File: src/rtl/readout_arbiter.sv
// Grants the shared row-decoder/column-ADC path to one of two readout engines,
// issues its start trigger, tracks its busy handshake and enforces a guard gap.
module readout_arbiter #(
  parameter int TRIG_LEN     = 2,
  parameter int BUSY_TIMEOUT = 64,
  parameter int CNT_W        = 16
) (
  input  logic             TX_CLK,
  input  logic             rst_n,
  input  logic             en,
  input  logic             prio_mode,
  input  logic [31:0]      T_gap,
  input  logic             req1,
  input  logic             req2,
  input  logic             adc1_busy,
  input  logic             adc2_busy,
  input  logic             clr_err,
  output logic             adc1_start_trigger,
  output logic             adc2_start_trigger,
  output logic [1:0]       active_sel,
  output logic             sched_busy,
  output logic             pend1,
  output logic             pend2,
  output logic [CNT_W-1:0] cnt1,
  output logic [CNT_W-1:0] cnt2,
  output logic             err_timeout,
  output logic             err_conflict,
  output logic             err_ovf
);

  localparam int TO_W = $clog2(BUSY_TIMEOUT + TRIG_LEN + 2);

  typedef enum logic [2:0] {
    S_IDLE,
    S_TRIG,
    S_WAIT_RISE,
    S_WAIT_FALL,
    S_GAP
  } state_e;

  state_e           state_q;
  logic             trig1_q, trig2_q;
  logic [1:0]       sel_q;
  logic             last2_q;
  logic             pend1_q, pend2_q;
  logic [3:0]       trig_cnt_q;
  logic [TO_W-1:0]  to_cnt_q;
  logic [31:0]      gap_cnt_q;
  logic [CNT_W-1:0] cnt1_q, cnt2_q;
  logic             err_timeout_q, err_conflict_q, err_ovf_q;

  logic grant, win2, clr1, clr2;
  logic own_busy, other_busy;
  logic timeout_evt, conflict_evt, ovf_evt;
  logic pend1_d, pend2_d;
  logic err_timeout_d, err_conflict_d, err_ovf_d;

  // Round-robin favours the engine not granted last; fixed mode always favours ADC2.
  assign grant = (state_q == S_IDLE) && en && (pend1_q || pend2_q);
  assign win2  = pend2_q && (!pend1_q || prio_mode || !last2_q);
  assign clr1  = grant && !win2;
  assign clr2  = grant && win2;

  // A request landing on the cycle its flag is consumed is a fresh request, not an overflow.
  assign pend1_d = (pend1_q && !clr1) || req1;
  assign pend2_d = (pend2_q && !clr2) || req2;
  assign ovf_evt = (req1 && pend1_q && !clr1) || (req2 && pend2_q && !clr2);

  assign own_busy     = sel_q[1] ? adc2_busy : adc1_busy;
  assign other_busy   = sel_q[1] ? adc1_busy : adc2_busy;
  assign conflict_evt = (state_q == S_IDLE) ? (adc1_busy || adc2_busy) : other_busy;
  assign timeout_evt  = (state_q == S_WAIT_RISE) && !own_busy &&
                        (to_cnt_q >= TO_W'(BUSY_TIMEOUT));

  // Error events outrank a simultaneous clear so no event is ever lost.
  assign err_timeout_d  = (err_timeout_q  && !clr_err) || timeout_evt;
  assign err_conflict_d = (err_conflict_q && !clr_err) || conflict_evt;
  assign err_ovf_d      = (err_ovf_q      && !clr_err) || ovf_evt;

  always_ff @(posedge TX_CLK) begin
    // NOTE: reset is synchronous, so it is tested inside the clocked block, not in the sensitivity list.
    if (!rst_n) begin
      state_q        <= S_IDLE;
      trig1_q        <= 1'b0;
      trig2_q        <= 1'b0;
      sel_q          <= 2'b00;
      last2_q        <= 1'b1;
      pend1_q        <= 1'b0;
      pend2_q        <= 1'b0;
      trig_cnt_q     <= 4'd0;
      to_cnt_q       <= '0;
      gap_cnt_q      <= 32'd0;
      cnt1_q         <= '0;
      cnt2_q         <= '0;
      err_timeout_q  <= 1'b0;
      err_conflict_q <= 1'b0;
      err_ovf_q      <= 1'b0;
    end else begin
      // NOTE: non-blocking assignments keep every register updating from the same pre-edge values.
      pend1_q        <= pend1_d;
      pend2_q        <= pend2_d;
      err_timeout_q  <= err_timeout_d;
      err_conflict_q <= err_conflict_d;
      err_ovf_q      <= err_ovf_d;

      unique case (state_q)
        S_IDLE: begin
          if (grant) begin
            state_q    <= S_TRIG;
            sel_q      <= win2 ? 2'b10 : 2'b01;
            trig1_q    <= !win2;
            trig2_q    <= win2;
            last2_q    <= win2;
            trig_cnt_q <= 4'(TRIG_LEN - 1);
            to_cnt_q   <= TO_W'(1);
          end
        end
        S_TRIG: begin
          to_cnt_q <= to_cnt_q + TO_W'(1);
          if (trig_cnt_q == 4'd0) begin
            trig1_q <= 1'b0;
            trig2_q <= 1'b0;
            state_q <= own_busy ? S_WAIT_FALL : S_WAIT_RISE;
          end else begin
            trig_cnt_q <= trig_cnt_q - 4'd1;
          end
        end
        S_WAIT_RISE: begin
          to_cnt_q <= to_cnt_q + TO_W'(1);
          if (own_busy) begin
            state_q <= S_WAIT_FALL;
          end else if (timeout_evt) begin
            state_q   <= S_GAP;
            gap_cnt_q <= T_gap;
          end
        end
        S_WAIT_FALL: begin
          if (!own_busy) begin
            state_q   <= S_GAP;
            gap_cnt_q <= T_gap;
            if (sel_q[1]) cnt2_q <= cnt2_q + CNT_W'(1);
            else          cnt1_q <= cnt1_q + CNT_W'(1);
          end
        end
        S_GAP: begin
          // Gap lasts T_gap cycles; a zero gap still spends one cycle here.
          if (gap_cnt_q <= 32'd1) begin
            state_q <= S_IDLE;
            sel_q   <= 2'b00;
          end else begin
            gap_cnt_q <= gap_cnt_q - 32'd1;
          end
        end
        default: state_q <= S_IDLE;
      endcase
    end
  end

  assign adc1_start_trigger = trig1_q;
  assign adc2_start_trigger = trig2_q;
  assign active_sel         = sel_q;
  assign sched_busy         = (state_q != S_IDLE);
  assign pend1              = pend1_q;
  assign pend2              = pend2_q;
  assign cnt1               = cnt1_q;
  assign cnt2               = cnt2_q;
  assign err_timeout        = err_timeout_q;
  assign err_conflict       = err_conflict_q;
  assign err_ovf            = err_ovf_q;

endmodule

File: config.mk
export PLATFORM = sky130hd
export DESIGN_NAME = readout_arbiter
export DESIGN_NICKNAME = d
export VERILOG_FILES = /design/src/rtl/readout_arbiter.sv
export SDC_FILE = /design/constraint.sdc
export NUM_CORES = 1
export LEC_CHECK = 0
export CORE_MARGIN = 2
export CORE_UTILIZATION = 48
export CTS_CLUSTER_SIZE = 25
export DETAILED_ROUTE_END_ITERATION = 6
export PLACE_DENSITY_LB_ADDON = 0.25
export SYNTH_ARGS = -nofsm -noshare
export SYNTH_HDL_FRONTEND = slang
export SYNTH_SLANG_ARGS = --single-unit
File: constraint.sdc
create_clock -name TX_CLK -period 2.4 [get_ports TX_CLK]
set_clock_uncertainty 0.05 [all_clocks]
set_input_delay 0.36 -clock TX_CLK [delete_from_list [all_inputs] [get_ports TX_CLK]]
set_output_delay 0.36 -clock TX_CLK [all_outputs]
set_load 0.02 [all_outputs]
==> results.ini, run 1 <==
[run_status]
outcome = finished, final reports clean

[clocking]
holdBufCountCts = 0
cts_sinks = 88
cts_root_buffer = clkbuf_8
ctsHtreeMaxLevel = 3
numCtsBuffers = 9
clk_pin_slew_ns = 0.10
clk_latency_ns = 0.37
cts_buffer_depth = 2
tritoncts = done

[timing]
setup_viol = 0
fin_crit_sh_pct = 97.0
fmax_mhz = 430
worst_slew_pin_slew_ns = 0.644
min_period_ns = 2.33
hold_viol = 0
setup_tns_ns = 0
maxSlewHeadroom_pct = 56.5
slew_violations = 0

[critical_path]
required_ns = 2.63
path_max_fanout = 13
reg2reg_slack_ns = 0.07
path_class = register to register
cp-start-kind = register
endpoint_kind = register
crit_arrival_ns = 2.56

[global_route]
grt_pass1_vias = 4721
overflow = 0
antenna_found_initial = 0
grt_max_degree = 57
track_usage_pct = 24.7
grt_pass1_wl_mm = 22.3

[routing]
routed_wl_mm = 13.6
via_per_inst = 6.03
ant_nets = 0
first_pass_iters = 5
post-route-drc-count = 0
vias = 5078
dr.first_iter.drc_count = 429
wl_per_cell_um = 16.1

[yosys]
ys.flop_type = dfxtp_1
synth_compound_area_share_pct = 23.1
synth_top_area_share_pct = 36.6
yosys.cell_count.top_type = dfxtp_1
ys_seq_area_share_pct = 36.6
synth-edff-count = 0
synthAdderAreaFrac_pct = 1.82
yosysTopAreaCell = dfxtp_1
ys_seq_elements = 88
synth_xor_area_share_pct = 4.73
ys_types = 65
ys_warn_count = 0
synth_mux_area_share_pct = 1.25
netlist_instances = 607
synthArstFlopShare_pct = 0
synth_commonest_cells = 88 x dfxtp_1, 67 x nor2_1, 58 x a21oi_1, 54 x nand2_1, 27 x clkbuf_1
netlist_area_um2 = 4810
syn_area_per_cell_um2 = 7.93
synthSimpleGateAreaFrac_pct = 27.4
synthTopCellsByArea = dfxtp_1 37%, a21oi_1 6.0%, nor2_1 5.2%
syn-num-nets = 655
synth_top_family_by_area = simple AND/OR/NAND/NOR gates

[floorplanning]
core_area_um2 = 9770
die_w_um = 104
placementRows = 36
die_h_um = 104
start_util_pct = 49.3
pin_count = 83
die-area_um2 = 10800

[place]
place_hpwl_mm = 9.51
gp_congestion = 0.932
numPortBuffers = 82

[finish]
nNetsFinal = 753
syn_to_final_growth_pct = 28.9
drive_above_1_share_pct = 11.0
diodes = 0
utilization_pct = 63.5

[hold_path]
min_path_type = register to register

[pwr]
p_leak_nw = 2.27
p_per_area_nw_per_um2 = 754
total_power_w = 0.00468
ir_drop_uv = 570

[job]
cap_violations = 0

## where the power goes
part | switching (W) | internal, W
Sequential | 0.0000934 | 0.00156
Clock | 0.000576 | 0.000589
Combinational | 0.00111 | 0.000745
## timing repair
action,CTS,global route
endpoints found under the hold margin,0,0
setup buffers,0,1
resized for setup,0,5
endpoints found under the setup margin,0,7
## sequential cells by signal, summed over array words and instances, names as in the netlist
name / flops
adc1_start_trigger: 1
err_conflict: 1
to_cnt_q: 7
last2_q: 1
pend2: 1
adc2_start_trigger: 1
gap_cnt_q: 32
cnt1: 16
err_timeout: 1
err_ovf: 1
active_sel: 2
trig_cnt_q: 4
state_q: 3
cnt2: 16
pend1: 1
## final timing paths
check	start	endpoint	cells past startpoint
worst min-delay path	adc1_start_trigger$_SDFFE_PN0P_	adc1_start_trigger$_SDFFE_PN0P_	2
worst max register to register	gap_cnt_q[2]$_SDFFE_PN0P_	gap_cnt_q[10]$_SDFFE_PN0P_	6
worst max-delay path	gap_cnt_q[2]$_SDFFE_PN0P_	gap_cnt_q[10]$_SDFFE_PN0P_	6
worst min register to register	adc1_start_trigger$_SDFFE_PN0P_	adc1_start_trigger$_SDFFE_PN0P_	2
## placed cells by master, fill, tap and decap left out, drive strengths merged, types with 4 or more instances in the layout
cell,Yosys,layout
xor2,11,11
o32ai,11,11
and3,8,8
a22oi,5,5
or4,9,9
a31oi,15,15
nor3,22,22
a21oi,58,58
clkdlybuf4s50,0,82
nand4,17,17
nor4,16,16
o22ai,5,5
nor2,68,68
xnor2,15,15
o21ai,24,24
ha,7,7
dfxtp,88,88
clkbuf,27,9
o31ai,11,11
or3,14,14
a311oi,4,4
nand2,54,54
nand3,21,21
and4,4,4
inv,19,22
mux2i,6,6
buf,11,43
a32oi,9,9
nand3b,5,5
## cell families after synthesis
kind of cell	Yosys count
compound gates	169
simple gates	253
fa+ha+maj	7
xor+xnor	26
flops	88
buf+inv	58
mux	6
## final cells by class
| class | count | area (µm²) |
|---|---|---|
| Timing Repair Buffer | 125 | 1160 |
| Sequential cell | 88 | 1760 |
| Clock buffer | 9 | 124 |
| Multi-Input combinational cell | 461 | 2830 |
| Inverter | 20 | 75.1 |
| Clock inverter | 6 | 91.3 |
| Tap cell | 133 | 166 |
| Fill cell | 859 | 3570 |
## routing by layer
layer	global-route usage, %	wire, µm
met1	31.7	5850
met5	0	0
met2	41.3	6500
met4	8.69	174
met3	5.26	1040
## through the flow
stage / hold slack, ns / instances / worst slack (ns) / instance area (µm²)
5_1_grt: 0.452 / 842 / -0.0123 / 6210
6_report: 0.416 / 842 / 0.0724 / 6210
2_1_floorplan: 0.389 / 607 / 0.207 / 4810
3_3_place_gp: 0.400 / 826 / 0.128 / 5970
4_1_cts: 0.420 / 841 / 0.0726 / 6180
3_5_place_dp: 0.408 / 826 / 0.0952 / 5970
## critical path, stage by stage (launching register included)
cell	delay (ns)
dfxtp_1	0.33
or4_1	0.67
nor4_4	0.36
a41o_1	0.28
buf_4	0.22
a221oi_1	0.11
a31o_2	0.22
(Power assumes the default switching activity.)
==> inputs of run 2 (changes only) <==
- CAP_MARGIN: unset -> 15
- MAX_ROUTING_LAYER: unset -> met4
==> run 2 against run 1 <==
Effect of this change: clock power fell by 7%; die area did not move; combinational power barely moved; worst setup slack got worse by 0.0031 ns; critical path depth did not move; core utilization barely moved; sequential power barely moved; final cell count rose by 0.12%; clock-buffer cell count rose by 2; sequential cell count did not move; critical endpoint unchanged; highest routed layer unchanged.
==> results.ini, run 2 (synthesized netlist as in run 1, its figures left out) <==
[run_status]
outcome = finished, final reports clean

[global_route]
overflow = 0
grt_max_degree = 57
grt_pass1_wl_mm = 22.8
grt_pass1_vias = 4841
antenna_found_initial = 0
track_usage_pct = 26.0

[pwr]
p_per_area_nw_per_um2 = 745
p_leak_nw = 2.26
total_power_w = 0.00462
ir_drop_uv = 589

[place]
gp_congestion = 0.948
place_hpwl_mm = 9.62
numPortBuffers = 82
placed_cells_incl_taps = 826

[hold_path]
min_path_type = register to register
hp-start = gap_cnt_q[30]$_SDFFE_PN0P_
holdPathStages = 2

[critical_path]
reg2reg_from = gap_cnt_q[18]$_SDFFE_PN0P_
path_class = register to register
r2r_cells = 6
cp-start-kind = register
crit_arrival_ns = 2.54
timing.critical_path.from = gap_cnt_q[18]$_SDFFE_PN0P_
endpoint_kind = register
path_max_fanout = 13
required_ns = 2.61

[routing]
first_pass_iters = 6
ant_nets = 0
dr.first_iter.drc_count = 372
wl_per_cell_um = 16.3
via_per_inst = 6.00
post-route-drc-count = 0
routed_wl_mm = 13.8
vias = 5059

[timing]
min_period_ns = 2.33
slew_violations = 0
maxSlewHeadroom_pct = 58.1
fin_crit_sh_pct = 97.1
fmax_mhz = 429
setup_viol = 0
setup_tns_ns = 0
hold_viol = 0
worst_slew_pin_slew_ns = 0.621

[floorplanning]
die_h_um = 104
pin_count = 83
core_area_um2 = 9770
die-area_um2 = 10800
placementRows = 36
die_w_um = 104
start_util_pct = 49.3

[finish]
utilization_pct = 63.5
largest_register_ffs = 32
syn_to_final_growth_pct = 28.9
diodes = 0
nNetsFinal = 754
nFillCells = 862
regMostFlops = gap_cnt_q
drive_above_1_share_pct = 10.8
final_cell_mix = 88 x dfxtp_1, 82 x clkdlybuf4s50_1, 67 x nor2_1
layout.cells.non_filler = 843
layout_commonest_cell = dfxtp_1

[clocking]
cts_root_buffer = clkbuf_8
tritoncts = done
numCtsBuffers = 9
cts_sinks = 88
ctsHtreeMaxLevel = 3
cts_buffer_depth = 2
clk_pin_slew_ns = 0.09
clk_latency_ns = 0.37
holdBufCountCts = 0

[job]
cap_violations = 0

## run 2: metrics by stage
step | area (µm²) | setup slack (ns) | hold slack (ns)
floorplan | 4810 | 0.207 | 0.389
global placement | 5970 | 0.127 | 0.400
detailed placement | 5970 | 0.0733 | 0.410
CTS | 6170 | 0.0678 | 0.427
global route | 6200 | -0.00453 | 0.452
finish | 6200 | 0.0693 | 0.428
## run 2: routing by layer
metal	vias to the layer above	wire [µm]	GRT usage (%)
met5	-	0	-
met4	0	288	10.2
met3	25	870	3.70
met2	207	6440	41.7
met1	2366	6170	33.1
li1	2461	-	-
## run 2: where the power goes
group	total (W)	internal (W)	switching, W
combinational	0.00188	0.000770	0.00111
clock	0.00109	0.000534	0.000554
sequential	0.00166	0.00156	0.0000948
## run 2: worst paths after layout
kind	end	slack, ns
worst max-delay path	gap_cnt_q[10]$_SDFFE_PN0P_	0.07
worst min-delay path	gap_cnt_q[30]$_SDFFE_PN0P_	0.43
worst max register to register	gap_cnt_q[10]$_SDFFE_PN0P_	0.07
worst min register to register	gap_cnt_q[30]$_SDFFE_PN0P_	0.43
## run 2: layout make-up
type	instances	area [µm²]	area share (%)
repair buffers	126	1170	18.9
well taps	133	166	2.68
inverters	20	75.1	1.21
clock inverters	4	53.8	0.867
clock buffers	11	151	2.44
flip-flops and latches	88	1760	28.4
multi-input cells	461	2820	45.5
## run 2: repair_timing
| action | CTS | global route |
|---|---|---|
| endpoints found under the setup margin | 0 | 11 |
| hold endpoints to repair | 0 | 0 |
| gates resized for setup | 0 | 7 |
| setup buffers | 0 | 2 |
## run 2: critical path, cell delays in order (launching register included)
cell and delay [ns]:
dfxtp_1 0.37, or4_1 0.59, nor4_4 0.40, a41o_1 0.30, buf_6 0.18, a221oi_1 0.10, a31o_2 0.23
==> inputs of run 3 (changes only) <==
- CORE_UTILIZATION: 48 -> 53
- PLACE_DENSITY: unset -> 0.83
- PLACE_DENSITY_LB_ADDON: 0.25 -> unset
- SETUP_SLACK_MARGIN: unset -> 0.2
- clock period: 2.4 -> 2.2 ns (I/O delays scaled with it)
==> run 3 against run 2 <==
Effect of this change: the flow now finishes with violations (negative setup slack); non-clock buffer count increased by 48; sequential power is 9% higher; clock-buffer cell count shrank 1; via count grew 15%.
==> results.ini, run 3 (synthesized netlist as in run 1, its figures left out) <==
[routing]
first_pass_iters = 6
post-route-drc-count = 0
vias = 5815
ant_nets = 0
routed_wl_mm = 18.1
wl_per_cell_um = 20.9
dr.first_iter.drc_count = 759
via_per_inst = 6.71

[run_status]
outcome = finished, violations left
violations = negative setup slack

[finish]
largest_register_ffs = 32
final_cell_mix = 81 x clkdlybuf4s50_1, 77 x dfxtp_1, 67 x buf_4
drive_above_1_share_pct = 28.5
regMostFlops = gap_cnt_q
layout.cells.non_filler = 867
final_cell_area_um2 = 7210
nNetsFinal = 802
layout_commonest_cell = clkdlybuf4s50_1
diodes = 0
syn_to_final_growth_pct = 49.7

[clocking]
holdBufCountCts = 0
clk_latency_ns = 0.37
cts_sinks = 88
cts_buffer_depth = 2
cts_root_buffer = clkbuf_8
numCtsBuffers = 9
ctsHtreeMaxLevel = 3
tritoncts = done
clk_pin_slew_ns = 0.10

[timing]
fin_crit_sh_pct = 109
setup_viol = 35
slew_violations = 0
min_period_ns = 2.40
hold_viol = 0
fmax_mhz = 417
setup_tns_ns = -3.23
worst_slew_pin_slew_ns = 0.611
maxSlewHeadroom_pct = 58.9
grt_setup_unrepaired = true
fin_ws_ns = -0.197
fin_worst_hold_slack_ns = 0.433

[floorplanning]
core_area_um2 = 8760
die-area_um2 = 9860
pin_count = 83
die_w_um = 99.3
die_h_um = 99.3
placementRows = 34
start_util_pct = 54.9

[place]
placed_cells_incl_taps = 831
place_hpwl_mm = 10.5
numPortBuffers = 82
gp_congestion = 1.02
placed_area_um2 = 6290

[job]
cap_violations = 0

[critical_path]
path_max_fanout = 7
crit_arrival_ns = 2.62
required_ns = 2.42
path_class = register to register
endpoint_kind = register
cp-start-kind = register

[pwr]
pwr-share-seq_pct = 30.0
net-switching-power_w = 0.00244
p_clk_share_pct = 21.1
ir_drop_uv = 610
power.share.combinational_pct = 48.9
p_sw_share_pct = 40.4
p_per_area_nw_per_um2 = 838
total_power_w = 0.00604
p_leak_nw = 2.64
p_int_w = 0.00360

[global_route]
grt_pass1_wl_mm = 26.2
grt_pass1_vias = 5410
track_usage_pct = 33.5
grt_max_degree = 35
antenna_found_initial = 0
overflow = 0

[hold_path]
min_path_type = register to register

-- run 3: power groups by stage --
| stage | clock [W] | combinational, W | sequential, W |
|---|---|---|---|
| floorplan | 0 | 0.00128 | 0.00185 |
| global placement | 0 | 0.00212 | 0.00183 |
| detailed placement | 0 | 0.00218 | 0.00184 |
| CTS | 0.00128 | 0.00246 | 0.00180 |
| global route | 0.00135 | 0.00308 | 0.00183 |
| finish | 0.00128 | 0.00295 | 0.00181 |
-- run 3: area by class of cell --
cell class                      count  area [µm²]
Multi-Input combinational cell    461        3340
Sequential cell                    88        1780
Timing Repair Buffer              174        1660
Fill cell                         486        1560
Tap cell                          108         135
Clock buffer                       10         128
Clock inverter                      6        92.6
Inverter                           20        75.1
-- run 3: worst max-delay path, stage by stage (launching register included) --
cell and delay (ns):
dfxtp_2 0.34, or4_4 0.57, nor4_4 0.33, buf_4 0.20, buf_6 0.10, and4_1 0.19, buf_6 0.18, o31ai_4 0.09
a21oi_1 0.23
-- run 3: final timing paths --
path	start	endpoint	slack (ns)	cells after the start
worst min register to register	adc1_start_trigger$_SDFFE_PN0P_	adc1_start_trigger$_SDFFE_PN0P_	0.43	2
worst max-delay path	gap_cnt_q[11]$_SDFFE_PN0P_	gap_cnt_q[2]$_SDFFE_PN0P_	-0.20	8
worst min-delay path	adc1_start_trigger$_SDFFE_PN0P_	adc1_start_trigger$_SDFFE_PN0P_	0.43	2
worst max register to register	gap_cnt_q[11]$_SDFFE_PN0P_	gap_cnt_q[2]$_SDFFE_PN0P_	-0.20	8
-- run 3: what timing repair did --
item	4_1_cts	5_1_grt
gates resized for setup	59	64
hold endpoints to repair	0	0
gates cloned	2	0
setup buffers	11	7
endpoints found under the setup margin	36	54
pin swaps	28	35
-- run 3: metal layers --
| layer | up-vias | routed length [µm] | global-route usage (%) |
|---|---|---|---|
| met5 | - | 0 | - |
| met4 | 0 | 977 | 16.3 |
| met3 | 120 | 1970 | 6.82 |
| met2 | 431 | 8500 | 53.4 |
| met1 | 2705 | 6660 | 40.6 |
| li1 | 2559 | - | - |
-- run 3: through the flow --
stage	utilization (%)	worst slack, ns
after global routing	82.2	-0.226
after floorplan	-	0.0141
final	82.2	-0.197
after global placement	71.8	0.00139
after CTS	78.2	-0.0519
after detailed placement	71.8	-0.0477
